===== src/rtl/wb_arbiter.sv =====
// Round-robin writeback arbiter (ALU vs LSU) driving the register-file write port, plus a
// busy scoreboard that stalls decode. Optional macro WB_FORWARD_EN: hide the write landing this cycle.
module wb_arbiter #(
    parameter int XLEN = 32,
    parameter int NREG = 32
) (
    input  logic            CLK,
    input  logic            reset_n,
    input  logic            alu_valid,
    input  logic [4:0]      alu_rd,
    input  logic [XLEN-1:0] alu_data,
    output logic            alu_ready,
    input  logic            lsu_valid,
    input  logic [4:0]      lsu_rd,
    input  logic [XLEN-1:0] lsu_data,
    output logic            lsu_ready,
    input  logic            issue_valid,
    input  logic [4:0]      issue_rd,
    input  logic            flush,
    input  logic [4:0]      A1,
    input  logic [4:0]      A2,
    output logic            stall,
    output logic [4:0]      A3,
    output logic [XLEN-1:0] WD3,
    output logic            WE
);

`ifdef WB_FORWARD_EN
    localparam bit FWD = 1'b1;
`else
    localparam bit FWD = 1'b0;
`endif

    logic            last_grant;   // 0 = ALU won last, 1 = LSU won last
    logic [NREG-1:0] busy;
    logic [NREG-1:0] busy_nxt;
    logic            alu_win;
    logic            lsu_win;
    logic [4:0]      sel_rd;
    logic [XLEN-1:0] sel_data;

    function automatic logic src_busy(input logic [4:0] a, input logic [NREG-1:0] b,
                                      input logic we, input logic [4:0] wa);
        logic hit;
        hit = (a != 5'd0) && b[a];
        if (FWD && we && (wa == a))
            hit = 1'b0;
        return hit;
    endfunction

    // Stage p0: combinational grant and scoreboard next-state
    always_comb begin
        alu_win  = alu_valid && (!lsu_valid || last_grant);
        lsu_win  = lsu_valid && !alu_win;
        sel_rd   = lsu_win ? lsu_rd   : alu_rd;
        sel_data = lsu_win ? lsu_data : alu_data;
    end

    always_comb begin
        busy_nxt = busy;
        if (flush)
            busy_nxt = '0;
        else if (WE)
            busy_nxt[A3] = 1'b0;
        // An issue in the same cycle as a clear or flush is a newer producer, so it wins.
        if (issue_valid && (issue_rd != 5'd0))
            busy_nxt[issue_rd] = 1'b1;
    end

    assign alu_ready = reset_n && alu_win;
    assign lsu_ready = reset_n && lsu_win;
    assign stall     = src_busy(A1, busy, WE, A3) || src_busy(A2, busy, WE, A3);

    // Stage p1: registered write port and arbitration state
    always_ff @(posedge CLK or negedge reset_n) begin
        if (!reset_n) begin
            WE         <= 1'b0;
            A3         <= 5'd0;
            WD3        <= '0;
            last_grant <= 1'b1;
            busy       <= '0;
        end else begin
            busy <= busy_nxt;
            if (alu_win || lsu_win) begin
                last_grant <= lsu_win;
                WE         <= (sel_rd != 5'd0);
                if (sel_rd != 5'd0) begin
                    A3  <= sel_rd;
                    WD3 <= sel_data;
                end
            end else begin
                WE <= 1'b0;
            end
        end
    end

endmodule


===== config.mk =====
export PLATFORM = sky130hd
export DESIGN_NAME = wb_arbiter
export DESIGN_NICKNAME = d
export VERILOG_FILES = /design/src/rtl/wb_arbiter.sv
export SDC_FILE = /design/constraint.sdc
export NUM_CORES = 1
export LEC_CHECK = 0
export CORE_MARGIN = 2
export CORE_UTILIZATION = 49
export DETAILED_ROUTE_END_ITERATION = 10
export PLACE_DENSITY = 0.83
export SYNTH_ARGS = -nofsm -noshare
export SYNTH_HDL_FRONTEND = slang
export SYNTH_SLANG_ARGS = --single-unit
export TNS_END_PERCENT = 100

===== constraint.sdc =====
create_clock -name CLK -period 3.5 [get_ports CLK]
set_input_delay 0.7 -clock CLK [delete_from_list [all_inputs] [get_ports CLK]]
set_output_delay 0.7 -clock CLK [all_outputs]
set_load 0.005 [all_outputs]

==> metrics, run 1 <==
outcome=completed; number of global-route vias before repair=around 3900; IO Port Bufs=135; Yosys top cell area share=between 40% and 50%; clock transition at the registers of the reported paths=0.07 ns; remaining antenna violation count=0; Placeable Area=between 0.007 and 0.008 sq mm; CP Launch Type=input pin; DRT iter0 DRCs=~250; worst-margin pin slew=roughly 0.98 ns; share of layout cells above drive strength 1=a little over a tenth; Final Power=2.25 mW; vias per std cell=just under 6; Worst VDD drop=between 200 and 250 uV; Post-Route WL=11700 um; Fin Hold WS=roughly 0.24 ns; Yosys top cell by area=dfrtp_1; Pre-antenna DRT Iters=5; crit path capture=stall; synthesized area=between 0.003 and 0.004 sq mm; maxcap violations=0; CTS Sinks=slightly above 70; power per cell area=394 mW/mm^2; chip width=around 94 um; Reg2Reg Depth=7; Mean Syn Cell Area=between 10 and 15 sq um; die height=roughly 94 um; CTS tree=yes; Worst Hold Class=in2async; initial antenna violation count=0; cts bufs inserted=9; final core utilization=73.6%; Residual DRC=0; Seq/Total Area, Yosys=45.1%; Crit Reg-Reg Startpoint=last_grant; FILL cells=around 570; H-tree levels=3; FP Rows=32; Post-DP HPWL=roughly 9000 um; fin crit share=slightly below 100%; Clock Tree Root=clkbuf_8; number of synthesized flops with an enable pin=0; IO Count=roughly 140; DR vias=about 3700; Ys Warns=0; clock buffer depth=2; Reg2Reg Setup Slack=about 1.3 ns; Final Skew=between 0.008 and 0.009 ns; Total GRT Usage=between 20% and 30%; crit-path max FO=8; CP Capture Type=output port; # hold bufs at CTS=0; dpl cell area=between 0.005 and 0.006 sq mm; Worst Setup SP=A1[1]; antenna cells=0; die area=about 0.0088 sq mm; reg2reg end=WD3[2]; initial core utilization=approximately half; CP required=roughly 2.8 ns; Top FF cell, synth=dfrtp_1; Arr. time, crit path=about 2.7 ns; cell count after synthesis=between 300 and 400; post-synth cell types=40; Area contributors post-synth=dfrtp_1 (44%), mux2i_1 (11%), o21ai_0 (6.0%); FF+latch count, synth=~70; final instance area=roughly 0.0057 sq mm; async set-reset flop share out of synthesis=100%; Tmin final=3.37 ns; Area Overhead vs Synth=45.2%; first-pass GRT wire length=~19000 um; Crit Path Category=in2out; Post-Syn Nets=just under 500; wire per inst=~18 um; Max Slew Vio Count=0; Fmax=around 300 MHz; leak pwr=between 2 and 2.5 nW; nets=~630; grt ovf=0; Slew headroom=between 30% and 40%; clk_lat worst skew=0.35 ns; final hold vios=0; # setup viols final=0; unrepaired setup endpoints after global routing=false; largest net degree at the start of global routing=61; Final GP Congestion=around 0.98
[worst min path at each step]
stage,slack [ns],to,cells after the start,start
floorplan,0.40,A3[0],0,reset_n
global placement,0.51,WD3[12],2,WD3[12]
detailed placement,0.52,WD3[0],2,WD3[0]
CTS,0.23,WD3[30],1,reset_n
global route,0.25,WD3[30],1,reset_n
finish,0.24,WD3[30],1,reset_n
[sequential cells by signal, summed over array words and instances (netlist names)]
register / count
A3: 5
busy: 32
WE: 1
WD3: 32
last_grant: 1
[per-layer routing]
metal	vias up	global-route usage (%)	share of wire (%)
met5	-	0	0
met4	0	9.90	2.2
met3	26	10.3	10
met2	178	48.8	50
met1	1779	31.7	38
li1	1711	-	-
[worst max-delay path: stages]
cell	delay (ns)
clkdlybuf4s50_1	0.48
buf_6	0.15
mux4_2	0.51
o2111ai_1	0.19
nand4_1	0.13
a211o_1	0.24
dlygate4sd2_1	0.26
[cells in the final DEF, fill, tap and decap left out, types with 2 or more instances in the layout]
| master | n |
|---|---|
| nand4_1 | 2 |
| nor2_1 | 44 |
| buf_4 | 17 |
| o2111ai_1 | 2 |
| mux2i_1 | 45 |
| a21oi_1 | 42 |
| nand2b_1 | 2 |
| nor4_1 | 2 |
| bufinv_16 | 3 |
| or3b_2 | 4 |
| nor3b_1 | 5 |
| mux4_2 | 8 |
| a31oi_1 | 3 |
| dfrtp_1 | 70 |
| dlygate4sd2_1 | 3 |
| clkdlybuf4s50_1 | 131 |
| nand3_1 | 5 |
| clkbuf_8 | 10 |
| inv_1 | 3 |
| nand3b_1 | 25 |
| mux4_1 | 4 |
| and2_1 | 2 |
| o21ai_0 | 47 |
| nor2b_1 | 16 |
| nand2_1 | 18 |
[cell families after synthesis]
family	count (synthesis)	share of synthesized area [%]
AND/OR/NAND/NOR	130	17.8
AO/OA/AOI/OAI	104	14.2
flip-flops	71	45.1
multiplexers	59	19.3
buffers and inverters	28	3.56
[cells in the mapped netlist, types with 2 or more instances]
master / n
a21oi_1: 43
a31oi_1: 3
and2_1: 2
buf_2: 10
buf_4: 2
buf_6: 2
clkbuf_1: 11
dfrtp_1: 70
inv_1: 3
mux2i_1: 45
mux4_1: 4
mux4_2: 8
nand2_1: 18
nand2b_1: 2
nand3_1: 5
nand3b_1: 25
nand4_1: 2
nor2_1: 44
nor2b_1: 16
nor3b_1: 5
nor4_1: 2
o2111ai_1: 3
o21ai_0: 47
or3b_2: 4
[timing repair]
item / CTS / global route
endpoints found under the setup margin: 1 / 0
setup buffers: 1 / 0
gates resized for setup: 6 / 0
[layout make-up]
| cell class | count | area (sq um) | share of cell area (%) |
|---|---|---|---|
| Sequential cell | 71 | 1780 | 31.1 |
| Inverter | 3 | 11.3 | 0.197 |
| Clock buffer | 10 | 138 | 2.41 |
| Clock inverter | 5 | 106 | 1.86 |
| Tap cell | 102 | 128 | 2.23 |
| Timing Repair Buffer | 154 | 1500 | 26.3 |
| Multi-Input combinational cell | 293 | 2060 | 36.0 |
[power by group]
part           internal [mW]  switching, mW
combinational          0.297          0.211
clock                  0.490          0.309
sequential             0.885         0.0595
total                   1.67          0.580
[stage by stage]
stage               TNS (ns)  worst slack [ns]  std cells
finish                     0             0.126        638
global route               0            0.0246        638
CTS                        0             0.140        638
detailed placement    -0.214            -0.214        622
global placement      -0.155            -0.155        622
floorplan                  0             0.757        392
No activity file was read; power rests on OpenSTA's default activity.
==> inputs of run 2 (changes only) <==
--- a/config.mk
+++ b/config.mk
@@ -6,9 +6,11 @@
 export NUM_CORES = 1
 export LEC_CHECK = 0
 export CORE_MARGIN = 2
-export CORE_UTILIZATION = 49
+export CORE_UTILIZATION = 30
+export CTS_CLUSTER_DIAMETER = 30
 export DETAILED_ROUTE_END_ITERATION = 10
-export PLACE_DENSITY = 0.83
+export PLACE_DENSITY = 0.54
+export SKIP_CTS_REPAIR_TIMING = 1
 export SYNTH_ARGS = -nofsm -noshare
 export SYNTH_HDL_FRONTEND = slang
 export SYNTH_SLANG_ARGS = --single-unit
==> metrics, run 2 (synthesis results as in run 1) <==
Final GP Congestion=0.808 (-17%); initial antenna violation count=0 (unchanged); final hold vios=0 (unchanged); worst-margin pin slew=1.07 ns (+0.0888 ns); number of global-route vias before repair=3734 (-4.6%); CTS Sinks=71 (unchanged); CP Capture Type=output port; Fin Hold WS=0.294 ns (+0.0574 ns); first-pass GRT wire length=19800 um (+4.5%); FP Rows=41 (+28%); initial core utilization=31.0% (-20 points); Area Overhead vs Synth=48.5%; fin crit share=92.2% (-4.1 points); vias per std cell=5.03 (-13%); Worst VDD drop=246 uV (+7.6%); clock buffer depth=2 (unchanged); Critical-path top delay cell=mux4_2; crit-path max cell delay=0.54 ns (+0.03 ns); wire per inst=16.9 um (-8.2%); chip width=119 um (+27%); cts bufs inserted=9 (unchanged); unrepaired setup endpoints after global routing=false; power per cell area=411 mW/mm^2 (+4.3%); CTS tree=yes; nets=624 (-0.48%); leading cell types in the layout, fill and taps excluded=clkdlybuf4s50_1 (131), dfrtp_1 (70), o21ai_0 (47); Crit Path Category=in2out; Worst Hold Class=in2async; Placeable Area=0.0127 sq mm (+64%); leak pwr=2.39 nW (+1.5%); DRT iter0 DRCs=135 (-47%); clk_lat worst skew=0.33 ns (-0.02 ns); die height=119 um (+27%); Total GRT Usage=17.5% (-11 points); clock transition at the registers of the reported paths=0.06 ns (about the same); Post-Route WL=11900 um (+1.6%); largest net degree at the start of global routing=52 (-15%); Tmin final=3.23 ns (-0.145 ns); commonest non-fill, non-tap cell in the layout=clkdlybuf4s50_1; Final Skew=0.00578 ns (-0.00261 ns); Slew headroom=28.3% (-5.9 points); remaining antenna violation count=0 (unchanged); Residual DRC=0 (unchanged); final core utilization=46.0% (-28 points); CP required=2.80 ns (about the same); CP Launch Type=input pin; Fmax=310 MHz (+4.5%); IO Port Bufs=135 (unchanged); outcome=completed; Clock Tree Root=clkbuf_16; IO Count=136 (unchanged); FILL cells=1247 (+120%); Post-DP HPWL=9140 um (+2.6%); die area=0.0141 sq mm (+60%); Arr. time, crit path=2.53 ns (-0.14 ns); Final Power=2.40 mW (+6.7%); H-tree levels=3 (unchanged); Pre-antenna DRT Iters=5 (unchanged); share of layout cells above drive strength 1=9.74% (-0.71 points); crit-path cells=clkdlybuf4s50_1, buf_6, mux4_2, o2111ai_2, nand4_1, a211o_1, dlymetal6s2s_1; grt ovf=0 (unchanged); Max Slew Vio Count=0 (unchanged); biggest regs=WD3 x32, busy x32, A3 x5; maxcap violations=0 (unchanged); antenna cells=0 (unchanged); crit-path max FO=8 (unchanged); # setup viols final=0 (unchanged); DR vias=3554 (-3.8%)
run 2: changes by cell type in the layout (fill, tap and decap cells not counted), sizes merged:
| cell | before | now |
|---|---|---|
| buf | 20 | 17 |
| bufinv | 3 | 2 |
| clkbuf | 10 | 12 |
| clkinv | 1 | 2 |
| clkinvlp | 1 | 0 |
| dlygate4sd2 | 3 | 0 |
| dlymetal6s2s | 0 | 3 |
run 2: worst paths after layout:
check | start | to | slack (ns) | cells past startpoint
hold reg to reg | WD3[3] | WD3[3] | 0.52 | 2
min in group CLK | WD3[3] | WD3[3] | 0.52 | 2
max in group asynchronous | reset_n | busy[7] | 2.40 | 2
hold / removal | reset_n | WD3[24] | 0.29 | 1
setup reg to reg | last_grant | WD3[21] | 1.48 | 7
setup / recovery | A1[1] | stall | 0.27 | 7
run 2: cell type report:
cell class                 count  area, sq um  area share (%)
clock inverter                 4         70.1            1.20
tap                          172          215            3.68
clock buffer                  12          236            4.04
sequential                    71         1780            30.4
timing repair buffer         151         1480            25.3
inverter                       3         11.3           0.192
multi-input combinational    293         2060            35.3
run 2: critical path, delay by kind of cell:
kind,cells,cell delay (ns)
simple gates,1,0.10
compound gates,2,0.40
mux,1,0.54
buf+inv,3,0.78
run 2: metal layers:
metal | track usage [%] | routed length [um]
met5 | 0 | 0
met4 | 4.32 | 102
met3 | 8.40 | 1330
met2 | 26.9 | 5290
met1 | 22.2 | 5210
run 2: power breakdown:
| part | switching (mW) | total, mW | internal [mW] |
|---|---|---|---|
| Clock | 0.329 | 0.951 | 0.622 |
| Combinational | 0.213 | 0.507 | 0.294 |
| Sequential | 0.0586 | 0.945 | 0.887 |
run 2: per-stage QoR:
stage | std cells | setup slack, ns | area (sq um) | setup TNS (ns)
after global placement | 690 | -0.244 | 5520 | -0.244
after CTS | 706 | -0.271 | 5820 | -0.271
after floorplan | 392 | 0.757 | 3940 | 0
final | 706 | 0.271 | 5850 | 0
after detailed placement | 690 | -0.267 | 5520 | -0.267
after global routing | 706 | 0.171 | 5850 | 0
==> variant 1: new RTL, config.mk and constraints of run 1 <==
The parameter `NREG` goes from 32 to 16.
--- a/src/rtl/wb_arbiter.sv
+++ b/src/rtl/wb_arbiter.sv
@@ -3,5 +3,5 @@
 module wb_arbiter #(
     parameter int XLEN = 32,
-    parameter int NREG = 32
+    parameter int NREG = 16
 ) (
     input  logic            CLK,
Function: changed (a bounded check fails within 4 cycles, from zero or initial values and one cycle with reset_n low).
==> variant 1 against run 1 <==
  * Clock skew down 4.3 ps
  * Routed wire length fell by 33%
  * Count of clock-buffer cells in the layout decreased by 4
  * Global-route usage down 3.0 points
  * Power is 19% lower
  * Worst setup slack improved by 11 ps
  * Sequential cell count down 16
  * Clock power down 45%
  * Final area is 20% lower
  * Synthesized area shrank 23%
  * Utilization rose by 3.3 points
  * Largest power group unchanged
==> variant 1: results (changes against run 1) <==
- Met2 wire length: 4120 um (was 5830 um)
- Mapped Nets: 333 (was 487)
- DR pass1 iterations: 4 (was 5)
- Root buffer cell: clkbuf_8 (unchanged)
- Clock slew at reported path FFs: 100 ps (was 70 ps)
- GRT met3 Usage: 6.41% (was 10.3%)
- Post-place setup slack: -88.6 ps (was -214 ps)
- HP Class: in2async (unchanged)
- Sequential Power Share: 43.6% (was 41.9%)
- Starting DRT DRC Count: 231 (was 254)
- Largest net degree at the start of global routing: 43 (was 61)
- Logic power comb: 584 uW (was 508 uW)
- Switch Pwr: 464 uW (was 580 uW)
- Inverters, non-clock: 4 (was 3)
- Worst skew pair latency: 310 ps (was 350 ps)
- Clock network share of area: 2.57% (was 4.27%)
- R2r endpoint: WD3[28] (was WD3[2])
- Seq cells: 55 (was 71)
- Multi-input gates: 166 (was 293)
- Multi-input combinational area share: 34.5% (was 36.0%)
- # H-tree levels: 2 (was 3)
- WP data arrival: 2660 ps (was 2670 ps)
- Clk_buf instances: 6 (was 10)
- Wire per inst: 17.5 um (was 18.4 um)
- Outcome: finished, final reports clean (unchanged)
- Vias in the first global route: 2555 (was 3914)
- First-pass GRT wire length: 12800 um (was 18900 um)
- Top sig layer: met4 (unchanged)
- Met1 WL: 3000 um (was 4470 um)
- Synth cell types: 36 (was 40)
- Register area share after synthesis: 45.5% (was 45.1%)
- Overall Global Routing Usage: 25.1% (was 28.0%)
- Post-DP HPWL: 6090 um (was 8920 um)
- RePlAce Congestion: 0.872 (was 0.977)
- Signal buffers: 140 (was 154)
- Post-CTS setup buffer count: 0 (was 1)
- GR Util met2: 44.3% (was 48.8%)
- Sequential share of cell area: 30.1% (was 31.1%)
- FF-to-FF setup slack: 1330 ps (was 1290 ps)
- Least-Margin Pin Slew: 909 ps (was 983 ps)
- Met1 Usage GRT: 30.2% (was 31.7%)
- Regs by FF count: WD3: 32 flops, busy: 16 flops, A3: 5 flops (was WD3: 32 flops, busy: 32 flops, A3: 5 flops)
- LEAKAGE: 1.89 nW (was 2.35 nW)
- CP max FO: 5 (was 8)
- Most frequent cells after synthesis: mux2_2, dfrtp_1, mux2_4, nand2_1, nand3_1 (was dfrtp_1, o21ai_0, mux2i_1, nor2_1, a21oi_1)
- Routed wl met3: 581 um (was 1190 um)
- Cells on worst reg2reg path: 4 (was 7)
- Area share of buffers outside the clock network: 30.5% (was 26.3%)
- Num CTS Buffers: 5 (was 9)
- Layout cells sized above 1: 26.8% (was 10.4%)
- Layout Skew: 4.10 ps (was 8.38 ps)
- Nets@finish: 467 (was 627)
==> variant 1: changes by cell type in the layout (fill, tap and decap cells not counted), moves of 5 or more <==
cell and change:
buf_4 -13, mux2_2 +54, nor3b_1 -5, nand3_1 +8
a21oi_1 -39, nor2_1 -36, o21ai_0 -36, mux2i_1 -42
mux2_4 +18, dfrtp_1 -16, nand3b_1 -23, nor2b_1 -14
==> variant 1: kinds of logic (layout without fill, tap and decap cells) <==
logic type | count (synthesis) | in the layout | share of synthesized area (%)
compound gates | 29 | 29 | 6.12
buf+inv | 17 | 152 | 3.06
flops | 55 | 55 | 45.5
mux | 84 | 84 | 36.1
simple gates | 53 | 53 | 9.26
==> variant 1: worst max-delay path, cell delays in order <==
cell	delay (ps)
clkdlybuf4s50_1	580
mux4_2	310
mux4_2	480
a21o_1	160
clkdlybuf4s50_1	430
==> variant 1: worst max-delay path by stage <==
| stage | start | endpoint | slack [ps] | depth (start not counted) |
|---|---|---|---|---|
| floorplan | A1[0] | stall | 820 | 4 |
| global placement | A1[0] | stall | -80 | 5 |
| detailed placement | A1[0] | stall | -90 | 5 |
| CTS | A2[0] | stall | 20 | 5 |
| global route | A1[2] | stall | 50 | 5 |
| finish | A1[2] | stall | 140 | 5 |
==> variant 1: per-stage QoR <==
step / hold WS [ps] / setup TNS, ps / std cells / power (mW) / instance area [sq um]
4_1_cts: 283 / 0 / 448 / 1.83 / 4580
6_report: 286 / 0 / 448 / 1.82 / 4580
2_1_floorplan: 404 / 0 / 238 / 1.04 / 3030
3_3_place_gp: 489 / -84.0 / 440 / 1.38 / 4460
5_1_grt: 288 / 0 / 448 / 1.91 / 4580
3_5_place_dp: 498 / -88.6 / 440 / 1.39 / 4460
==> variant 2: new RTL, config.mk and constraints of run 1 <==
Without the edit above. Reset style: synchronous (`reset_n`), changed in one clocked block.
--- a/src/rtl/wb_arbiter.sv
+++ b/src/rtl/wb_arbiter.sv
@@ -73,5 +73,5 @@
 
     // Stage p1: registered write port and arbitration state
-    always_ff @(posedge CLK or negedge reset_n) begin
+    always_ff @(posedge CLK) begin
         if (!reset_n) begin
             WE         <= 1'b0;
Check against the original RTL: differs if reset_n is asserted again (counterexample within 4 cycles, from zero or initial values and one cycle with reset_n low); with reset_n held inactive, the same outputs for 4 cycles.
==> variant 2 against run 1 <==
  * Worst setup slack better by 210 ps
  * Synthesized area down 6.5%
  * Sequential share of layout area down 5.4 points
  * Critical path type unchanged
  * Routed wire length down 3.7%
  * Sequential cell count down 1
  * Final area down 4.8%
  * Non-clock buffer count down 3
  * Power down 3.1%
==> variant 2: results (changes against run 1) <==
- Outcome: finished, final reports clean (unchanged)
- Main area contributors after synthesis: dfxtp_1, mux2i_1, mux4_2, a32o_1, a211oi_1 (was dfrtp_1, mux2i_1, o21ai_0, a21oi_1, nand3b_1)
- Mux cell area share after synthesis: 19.5% (was 19.3%)
- WP data arrival: 2470 ps (was 2670 ps)
- Synth cell types: 40 (unchanged)
- First-pass GRT wire length: 18300 um (was 18900 um)
- DR pass1 iterations: 5 (unchanged)
- RePlAce Congestion: 0.953 (was 0.977)
- Final Non-Filler Cells: 618 (was 638)
- XOR/XNOR Fraction of Synth Area: 0% (unchanged)
- FILL cells: 522 (was 572)
- Regs by FF count: WD3: 32 flops, busy: 31 flops, A3: 5 flops (was WD3: 32 flops, busy: 32 flops, A3: 5 flops)
- Vias in the first global route: 3690 (was 3914)
- Register area share after synthesis: 38.0% (was 45.1%)
- Cell Count Post-Placement: 600 (was 622)
- Layout Skew: 9.80 ps (was 8.38 ps)
- Port Buffer Count: 135 (unchanged)
- HP Class: reg2reg (was in2async)
- Starting DRT DRC Count: 270 (was 254)
- Wire per inst: 18.3 um (was 18.4 um)
- Nets@finish: 609 (was 627)
- Largest net degree at the start of global routing: 65 (was 61)
- VDD IR max: 0.000269 V (was 0.000229 V)
- Least-Margin Pin Slew: 1180 ps (was 983 ps)
- # H-tree levels: 3 (unchanged)
- Root buffer cell: clkbuf_8 (unchanged)
- Vias per cell: 5.90 (was 5.79)
- Mapped Nets: 475 (was 487)
- Mapped Cells: 380 (was 392)
- N_diodes: 0 (unchanged)
- Synth Area in Adders: 0% (unchanged)
- Initial antenna violation count: 0 (unchanged)
- Num CTS Buffers: 9 (unchanged)
- Synth warn: 0 (unchanged)
- Worst skew pair latency: 340 ps
- Overall Global Routing Usage: 28.0% (about the same)
- Prevailing post-synth register cell: dfxtp_1 (was dfrtp_1)
- Async SR Flop Fraction: 0% (was 100%)
- CP max FO: 3 (was 8)
- Clock slew at reported path FFs: 70 ps (about the same)
- Most frequent cells after synthesis: dfxtp_1, nor2_1, nand2_1, mux2i_1 (was dfrtp_1, o21ai_0, mux2i_1, nor2_1, a21oi_1)
- Post-DP HPWL: 8600 um (was 8920 um)
- LEAKAGE: 2.03 nW (was 2.35 nW)
- Compound-Gate Fraction of Synth Area: 19.3% (was 14.2%)
- Layout cells sized above 1: 12.1% (was 10.4%)
- Maximum buffer depth of the clock tree: 2 (unchanged)
==> variant 2: worst max-delay path, cell delays in order <==
cell	delay, ps
clkdlybuf4s50_1	570
buf_4	170
mux4_2	490
nand4_1	110
o41ai_1	80
nor2_1	100
nand4_1	90
dlymetal6s2s_1	160
==> variant 2: worst paths after layout <==
kind | startpoint | endpoint | slack, ps | cells after the start
hold reg to reg | busy[27] | busy[27] | 490 | 2
setup / recovery | A1[2] | stall | 330 | 8
hold / removal | busy[27] | busy[27] | 490 | 2
setup reg to reg | last_grant | WD3[7] | 1390 | 6
==> variant 2: power by group <==
group          total (mW)  switching [mW]  internal [mW]
Combinational       0.423           0.175          0.248
Clock               0.884           0.298          0.586
Sequential          0.875          0.0351          0.840
==> variant 2: repair_timing <==
action,4_1_cts,5_1_grt
setup endpoints to repair,1,1
gates resized for setup,2,4
setup buffers,2,0
pin swaps,0,1
==> variant 2: cell type report <==
class                           instances  area, sq um  share of cell area [%]
Timing Repair Buffer                  151         1490                    27.4
Sequential cell                        70         1400                    25.7
Multi-Input combinational cell        278         2130                    39.2
Clock inverter                          5          129                    2.37
Tap cell                               99          124                    2.27
Inverter                                4         15.0                   0.276
Clock buffer                           11          151                    2.78
==> variant 2: cells by family (layout without fill, tap and decap cells) <==
family	after synthesis	after routing
simple gates	142	142
compound gates	81	81
flops	70	70
mux	55	55
buf+inv	32	171
==> variant 2: metrics by stage <==
stage	util, %	hold WS, ps	instance area, sq um	worst slack, ps
finish	75.1	488	5450	332
CTS	74.9	496	5430	0.388
global route	75.1	515	5450	225
global placement	70.8	482	5140	7.18
floorplan	-	441	3680	879
detailed placement	70.8	483	5140	-33.3
==> variant 2: layer usage <==
metal	share of wire, %	wire length (um)	global-route usage (%)
met4	2.8	320	10.3
met1	38	4280	32.2
met5	0	0	0
met3	10	1180	11.3
met2	49	5520	46.9
